**src/rtl/rf_stream_reader_pkg.sv**
```systemverilog
// Shared definitions for the register-file stream reader: FSM encoding and default widths.
package rf_stream_reader_pkg;

    localparam int DATA_W_DEF = 32;
    localparam int ADDR_W_DEF = 4;

    typedef enum logic [1:0] {
        IDLE  = 2'd0,
        RUN   = 2'd1,
        FLUSH = 2'd2
    } state_t;

endpackage

```
**src/rtl/rs_out_reg.sv**
```systemverilog
// Output holding stage: captures one register beat and holds it until the sink accepts it.
module rs_out_reg #(
    parameter int DATA_W = 32,
    parameter int ADDR_W = 4
) (
    input  logic              clk,
    input  logic              rst_n,
    input  logic              load,
    input  logic              flush,
    input  logic              ready,
    input  logic [DATA_W-1:0] load_data,
    input  logic [ADDR_W-1:0] load_addr,
    input  logic              load_last,
    output logic              valid,
    output logic [DATA_W-1:0] data,
    output logic [ADDR_W-1:0] addr,
    output logic              last
);

    always_ff @(posedge clk or negedge rst_n) begin
        if (!rst_n) begin
            valid <= 1'b0;
            data  <= '0;
            addr  <= '0;
            last  <= 1'b0;
        end else begin
            // flush drops a pending beat outright; a load refills the slot even on a transfer edge
            if (flush) begin
                valid <= 1'b0;
            end else if (load) begin
                valid <= 1'b1;
            end else if (valid && ready) begin
                valid <= 1'b0;
            end
            if (load && !flush) begin
                data <= load_data;
                addr <= load_addr;
                last <= load_last;
            end
        end
    end

endmodule

```
**src/rtl/rf_stream_reader.sv**
```systemverilog
// Reads a burst of consecutive register-file entries and streams them out with valid/ready.
module rf_stream_reader
    import rf_stream_reader_pkg::*;
#(
    parameter int DATA_W = DATA_W_DEF,
    parameter int ADDR_W = ADDR_W_DEF
) (
    input  logic              clk,
    input  logic              rst_n,
    input  logic              start,
    input  logic [ADDR_W-1:0] base_addr,
    input  logic [ADDR_W:0]   count,
    input  logic              abort,
    output logic [ADDR_W-1:0] rd_addr,
    input  logic [DATA_W-1:0] rd_data,
    output logic              m_valid,
    input  logic              m_ready,
    output logic [DATA_W-1:0] m_data,
    output logic [ADDR_W-1:0] m_addr,
    output logic              m_last,
    output logic              busy,
    output logic              done
);

    state_t            state;
    state_t            state_nxt;
    logic [ADDR_W-1:0] ptr;
    logic [ADDR_W:0]   remaining;
    logic              capture;
    logic              transfer;
    logic              run_abort;
    logic              last_beat;

    assign run_abort = (state == RUN) && abort;
    // an aborting edge never reads the register file
    assign capture   = (state == RUN) && !abort && (!m_valid || m_ready) && (remaining != '0);
    assign transfer  = m_valid && m_ready;
    assign last_beat = (remaining == (ADDR_W+1)'(1));

    always_ff @(posedge clk or negedge rst_n) begin
        if (!rst_n) begin
            state <= IDLE;
        end else begin
            state <= state_nxt;
        end
    end

    always_comb begin
        state_nxt = state;
        case (state)
            IDLE:    if (start) state_nxt = (count == '0) ? FLUSH : RUN;
            RUN:     if (abort || (transfer && m_last)) state_nxt = FLUSH;
            FLUSH:   state_nxt = IDLE;
            default: state_nxt = IDLE;
        endcase
    end

    always_ff @(posedge clk or negedge rst_n) begin
        if (!rst_n) begin
            ptr       <= '0;
            remaining <= '0;
        end else if ((state == IDLE) && start) begin
            ptr       <= base_addr;
            remaining <= count;
        end else if (run_abort) begin
            remaining <= '0;
        end else if (capture) begin
            ptr       <= ptr + 1'b1;
            remaining <= remaining - 1'b1;
        end
    end

    rs_out_reg #(
        .DATA_W (DATA_W),
        .ADDR_W (ADDR_W)
    ) u_out_reg (
        .clk       (clk),
        .rst_n     (rst_n),
        .load      (capture),
        .flush     (run_abort),
        .ready     (m_ready),
        .load_data (rd_data),
        .load_addr (ptr),
        .load_last (last_beat),
        .valid     (m_valid),
        .data      (m_data),
        .addr      (m_addr),
        .last      (m_last)
    );

    assign rd_addr = ptr;
    assign busy    = (state != IDLE);
    assign done    = (state == FLUSH);

endmodule

```
**config.mk**
```make
export PLATFORM = sky130hd
export DESIGN_NAME = rf_stream_reader
export DESIGN_NICKNAME = d
export VERILOG_FILES = /design/src/rtl/rf_stream_reader_pkg.sv /design/src/rtl/rs_out_reg.sv /design/src/rtl/rf_stream_reader.sv
export SDC_FILE = /design/constraint.sdc
export NUM_CORES = 1
export LEC_CHECK = 0
export CAP_MARGIN = 40
export CORE_MARGIN = 8
export CORE_UTILIZATION = 47
export CTS_CLUSTER_SIZE = 20
export DETAILED_ROUTE_END_ITERATION = 12
export GPL_TIMING_DRIVEN = 1
export PLACE_DENSITY = 0.83
export SETUP_SLACK_MARGIN = 0.5
export SYNTH_ARGS = -nofsm -noshare
export SYNTH_HDL_FRONTEND = slang
export SYNTH_HIERARCHICAL = 1
export SYNTH_SLANG_ARGS = --single-unit
```
**constraint.sdc**
```tcl
create_clock -name clk -period 3.08 [get_ports clk]
set_input_delay 0.308 -clock clk [delete_from_list [all_inputs] [get_ports clk]]
set_output_delay 0.308 -clock clk [all_outputs]
set_load 0.02 [all_outputs]
```
**After elaboration in Yosys (flattened, before gate mapping)**

Cells that the tools add are included.

- Register bits: 49
- Bits of input ports: 46
- Output and inout bits: 44
- Word-level logic and storage cells: 50

- Add/subtract/negate cells: 2
- Equality and inequality tests: 6
- Mux-type cells: 13
- Reductions and logical operators: 22

Operators with widths:

| operator | count |
|---|---|
| $mux W5 | 3 |
| $mux W4 | 3 |
| $logic_and A1 B1 Y1 | 8 |
| $mux W2 | 3 |
| $reduce_bool A3 Y1 | 2 |
| $eq A5 B1 Y1 const B | 1 |
| $logic_not A5 Y1 | 1 |
| $reduce_bool A5 Y1 | 1 |
| $sub A5 B1 Y5 const B | 1 |
| $add A4 B1 Y4 const B | 1 |
| $ne A2 B2 Y1 const B | 2 |
| $pmux W2 S2 | 1 |
| $reduce_and A2 Y1 | 2 |
| $reduce_bool A2 Y1 | 2 |
| $logic_not A1 Y1 | 3 |
| $mux W1 | 3 |
| $eq A2 B1 Y1 const B | 1 |
| $eq A2 B2 Y1 const B | 1 |
| $logic_not A2 Y1 | 1 |
| $logic_or A1 B1 Y1 | 2 |
| $ne A2 B1 Y1 const B | 1 |

**Logic depth before layout (Yosys ltp)**

- Word-level depth: 7
- Depth in mapped cells: 9

**Cells and area by module**

The synthesis kept the hierarchy.

By module, submodules not included:

| module | times used | cells an instance | area each (sq um) | sequential area each (sq um) |
|---|---|---|---|---|
| rs_out_reg | 1 | 83 | 1589.0 | 950.9 |
| rf_stream_reader | 1 | 75 | 701.9 | 275.3 |

**Worst setup path before layout**

Ideal clock, no wire load.

- Path type: flip-flop to flip-flop
- From: reg remaining[0]
- To: reg u_out_reg.addr[0]
- Arrival: 1.990 ns
- Slack: 0.965 ns
- Stages on the path, launching flop included: 10
- Path buffers: 2
- Clock period less this slack: 2.115 ns
- Cell sequence: dfrtp_1 -> inv_1 -> ha_1 -> or4b_4 -> nand3_4 -> inv_4 -> nor2b_4 -> buf_12 -> buf_12 -> mux2_4

- Longest elaborated chain between the ends: 3

Ends and longest elaborated chain:

| element | line | source |
|---|---|---|
| from (decl) | rf_stream_reader.sv:28 | `logic [ADDR_W:0] remaining;` |
| from (signal assigned) | rf_stream_reader.sv:64 | `remaining <= count;` |
| from (signal assigned) | rf_stream_reader.sv:69 | `remaining <= remaining - 1'b1;` |
| $reduce_bool A5 Y1 | rf_stream_reader.sv:36 | `assign capture = (state == RUN) && !abort && (!m_valid \|\| m_ready) && (remaining != '0);` |
| $logic_and A1 B1 Y1 | rf_stream_reader.sv:36 |  |
| net capture | rf_stream_reader.sv:29 | `logic capture;` |
| $logic_and A1 B1 Y1 | rs_out_reg.sv:35 | `if (load && !flush) begin` |
| to (signal assigned) | rs_out_reg.sv:37 | `addr <= load_addr;` |
| to (decl) | rs_out_reg.sv:16 | `output logic [ADDR_W-1:0] addr,` |

The timed path passes the listed nets, and every way through them passes these cells.
A chain may end at the register's enable or synchronous reset.

**Final worst setup path**

- From: reg remaining[0]
- To: reg u_out_reg.data[24]

- Longest elaborated chain between the ends: 3

Ends and longest elaborated chain:

| element | line | source |
|---|---|---|
| $reduce_bool A5 Y1 | rf_stream_reader.sv:36 |  |
| $logic_and A1 B1 Y1 | rf_stream_reader.sv:36 |  |
| net capture | rf_stream_reader.sv:29 |  |
| $logic_and A1 B1 Y1 | rs_out_reg.sv:35 |  |
| to (signal assigned) | rs_out_reg.sv:36 | `data <= load_data;` |
| to (decl) | rs_out_reg.sv:15 | `output logic [DATA_W-1:0] data,` |

The timed path passes the listed nets, and every way through them passes these cells.

==> run metrics <==
status=completed; Final Skew=0.006590 ns; fin crit share=around 71%; die area=7364 um2; nets=301; Hold Fails Final Rpt=0; Ports=90; number of core rows=25; required time worst endpoint=3.27 ns; sequential fraction of the synthesis area=53.52%; Mapped Cells=about 160; Crit Path Class=reg2reg; global route total overflow=0; met1 Usage GRT=19.01%; initial DRC count=25; PwrDens=1097 nW/um2; total CTS buffers=5; Finished Layout Cells=320; fin. max-slew vios=0; initial antenna violation count=0; Remaining DRCs=0; clk_lat worst skew=0.30 ns; Final Util=around 70%; vias per cell=~5; HP Class=in2async; Die Height=85.82 um; CP top delay family=simple AND/OR/NAND/NOR gates; highest clock rate=between 0.4 and 0.5 GHz; Pre-antenna DRT Iters=4; Worst path slowest cell=or4b_4; buffers added on ports=89; # setup viols final=0; Synth Warn #=6; DR WL/cell=between 15 and 20 um; Most Used Layer, Global Route=met2; fraction of registers with async set/reset=100.0%; Core ar.=4723 um2; Max rail drop VDD=0.0005563 V; largest net degree at the start of global routing=38; fraction of layout cells with a size suffix above 1=21.34%; Area Growth Syn to Fin=46.04%; FF-to-FF Start=remaining[0]; Worst-Margin Slew=approximately 0.5 ns; GP Congestion=about 0.80; Initial Utilization=48.50%; Total Wirelength=5398 um; CP Capture Type=register; critical path fanouts, max=37; clock sinks=slightly below 50; DRT antenna net count=0; hold buffers post-CTS=1; H-tree depth=2; Most used DFF post-synth=dfrtp_1; synthesized net count=about 210; Die X=around 86 um; # Max-Cap Violations=0; EDFF count, synth=0; Max clock buf depth=2; Synth Cell Area=2291 um2; GRT met3 Usage=5.253%; worst path bufs/invs=3; number of global-route vias before repair=1679; startpoint types=register; setup repair bufs after CTS=0; CP Launch Point=remaining[0]; syn_area_per_cell=14.50 um2; total track usage=15.07%; crit-path max cell delay=0.50 ns; dpl cells=between 300 and 400; critical path cell sequence=inv_1, ha_1, or4b_4, nand3_4, inv_4, nor2b_4, buf_12, mux2_4; slew margin rel.=around two thirds; first-pass GRT wire length=just under 9000 um; n_diodes=0; RSZ-0062 raised after global routing=false; clock period minus worst slack=2.184 ns; CTS tree=built; DP HPWL=4197 um; Yosys cell types=39; Leak=around 1.4 nW; grt met2 use=a little under a quarter; Clock Pin Slew Worst Setup and Hold Paths=0.08 ns; FF+latch count, synth=49; Worst EP arrival=2.37 ns; via count=1593; Setup TNS=0 ns; root buffer cell=clkbuf_8; Filler Cell Count=341; PostCTS Resize Cnt=0
==> routing by layer <==
layer	share of wire, %	vias up	wire length (um)
met4	1.2	0	67
li1	-	750	-
met5	0	-	0
met3	6.3	8	341
met1	46	779	2510
met2	46	56	2480
==> area by class of cell <==
cell class	instances	area, um2	share of cell area (%)
clock buffers	7	86.33	2.580
clock inverters	1	30.03	0.8975
inverters	5	21.27	0.6358
multi-input cells	98	954.7	28.53
flip-flops and latches	49	1226	36.65
well taps	67	83.83	2.506
repair buffers	93	943.4	28.20
==> cell usage after synthesis (2+ instances only) <==
master | count | share of area (%)
a21oi_1 | 4 | 0.87
inv_1 | 4 | 0.66
nor3_1 | 3 | 0.66
nand2b_1 | 2 | 0.55
or3_1 | 3 | 0.82
o211ai_1 | 2 | 0.66
nor2_1 | 5 | 0.82
a211oi_1 | 3 | 0.98
nand4_1 | 3 | 0.82
mux2_2 | 7 | 3.4
nand3_1 | 4 | 0.87
dfrtp_1 | 49 | 54
nand2_1 | 8 | 1.3
buf_12 | 4 | 3.5
mux2_4 | 30 | 20
o21ai_0 | 2 | 0.44
ha_1 | 3 | 1.6
==> state kept, by name, summed over array words and instances (netlist names) <==
name / count
u_out_reg/valid: 1
remaining: 5
u_out_reg/data: 32
u_out_reg/addr: 4
u_out_reg/last: 1
state: 2
rd_addr: 4
==> per-stage QoR <==
step	hold slack, ns	setup slack [ns]	total power [mW]	cell area, um2
CTS	0.5171	0.8982	3.713	3346
global placement	0.4899	0.7049	3.188	3199
global route	0.5340	0.8059	3.895	3346
detailed placement	0.3093	0.6681	3.233	3219
finish	0.5028	0.8957	3.669	3346
floorplan	0.01241	0.9650	2.451	2291
==> worst register-to-register path, cell delays in order, from the launching register on <==
cell     delay [ns]
dfrtp_1        0.43
inv_1          0.07
ha_1           0.20
or4b_4         0.50
nand3_4        0.14
inv_4          0.07
nor2b_4        0.13
buf_12         0.20
mux2_4         0.33
==> logic make-up (layout without fill, tap and decap cells) <==
family          count (synthesis)  in the layout  share of synthesized area, %
mux                            38             38                         23.54
xor+xnor                        2              2                        0.7647
simple gates                   37             37                         10.27
flops                          49             49                         53.52
buf+inv                        11            106                         4.806
fa+ha+maj                       3              3                         1.639
compound gates                 18             18                         5.461
==> layout by cell type, fill, tap and decap left out, types with 2 or more instances in the layout <==
master | netlist | final
a21oi_1 | 4 | 4
dfrtp_1 | 49 | 49
o21ai_0 | 2 | 2
nor3_1 | 3 | 3
buf_12 | 4 | 2
nand3_1 | 4 | 4
nand2_1 | 8 | 8
ha_1 | 3 | 3
clkbuf_8 | 0 | 6
o211ai_1 | 2 | 2
a211oi_1 | 3 | 3
mux2_2 | 7 | 7
nor2_1 | 5 | 5
nand2b_1 | 2 | 2
inv_1 | 4 | 4
or3_1 | 3 | 3
clkdlybuf4s50_1 | 0 | 88
nand4_1 | 3 | 3
mux2_4 | 30 | 30
==> worst paths after layout <==
| kind | cells past startpoint | slack, ns | to |
|---|---|---|---|
| max | 8 | 0.90 | u_out_reg/data[24] |
| min in group clk | 1 | 0.51 | u_out_reg/data[25] |
| max reg2reg | 8 | 0.90 | u_out_reg/data[24] |
| min reg2reg | 1 | 0.51 | u_out_reg/data[25] |
| max in group asynchronous | 3 | 2.06 | u_out_reg/data[31] |
| min | 2 | 0.50 | u_out_reg/data[1] |
==> report_power, final <==
group          leakage, nW  switching, mW  internal [mW]  total (mW)
Sequential           0.591          0.240          0.969        1.21
Clock               0.0585          0.198          0.265       0.463
Combinational        0.782          0.871           1.13        2.00
Total                 1.43           1.31           2.36        3.67
No activity file was read; power rests on OpenSTA's default activity.
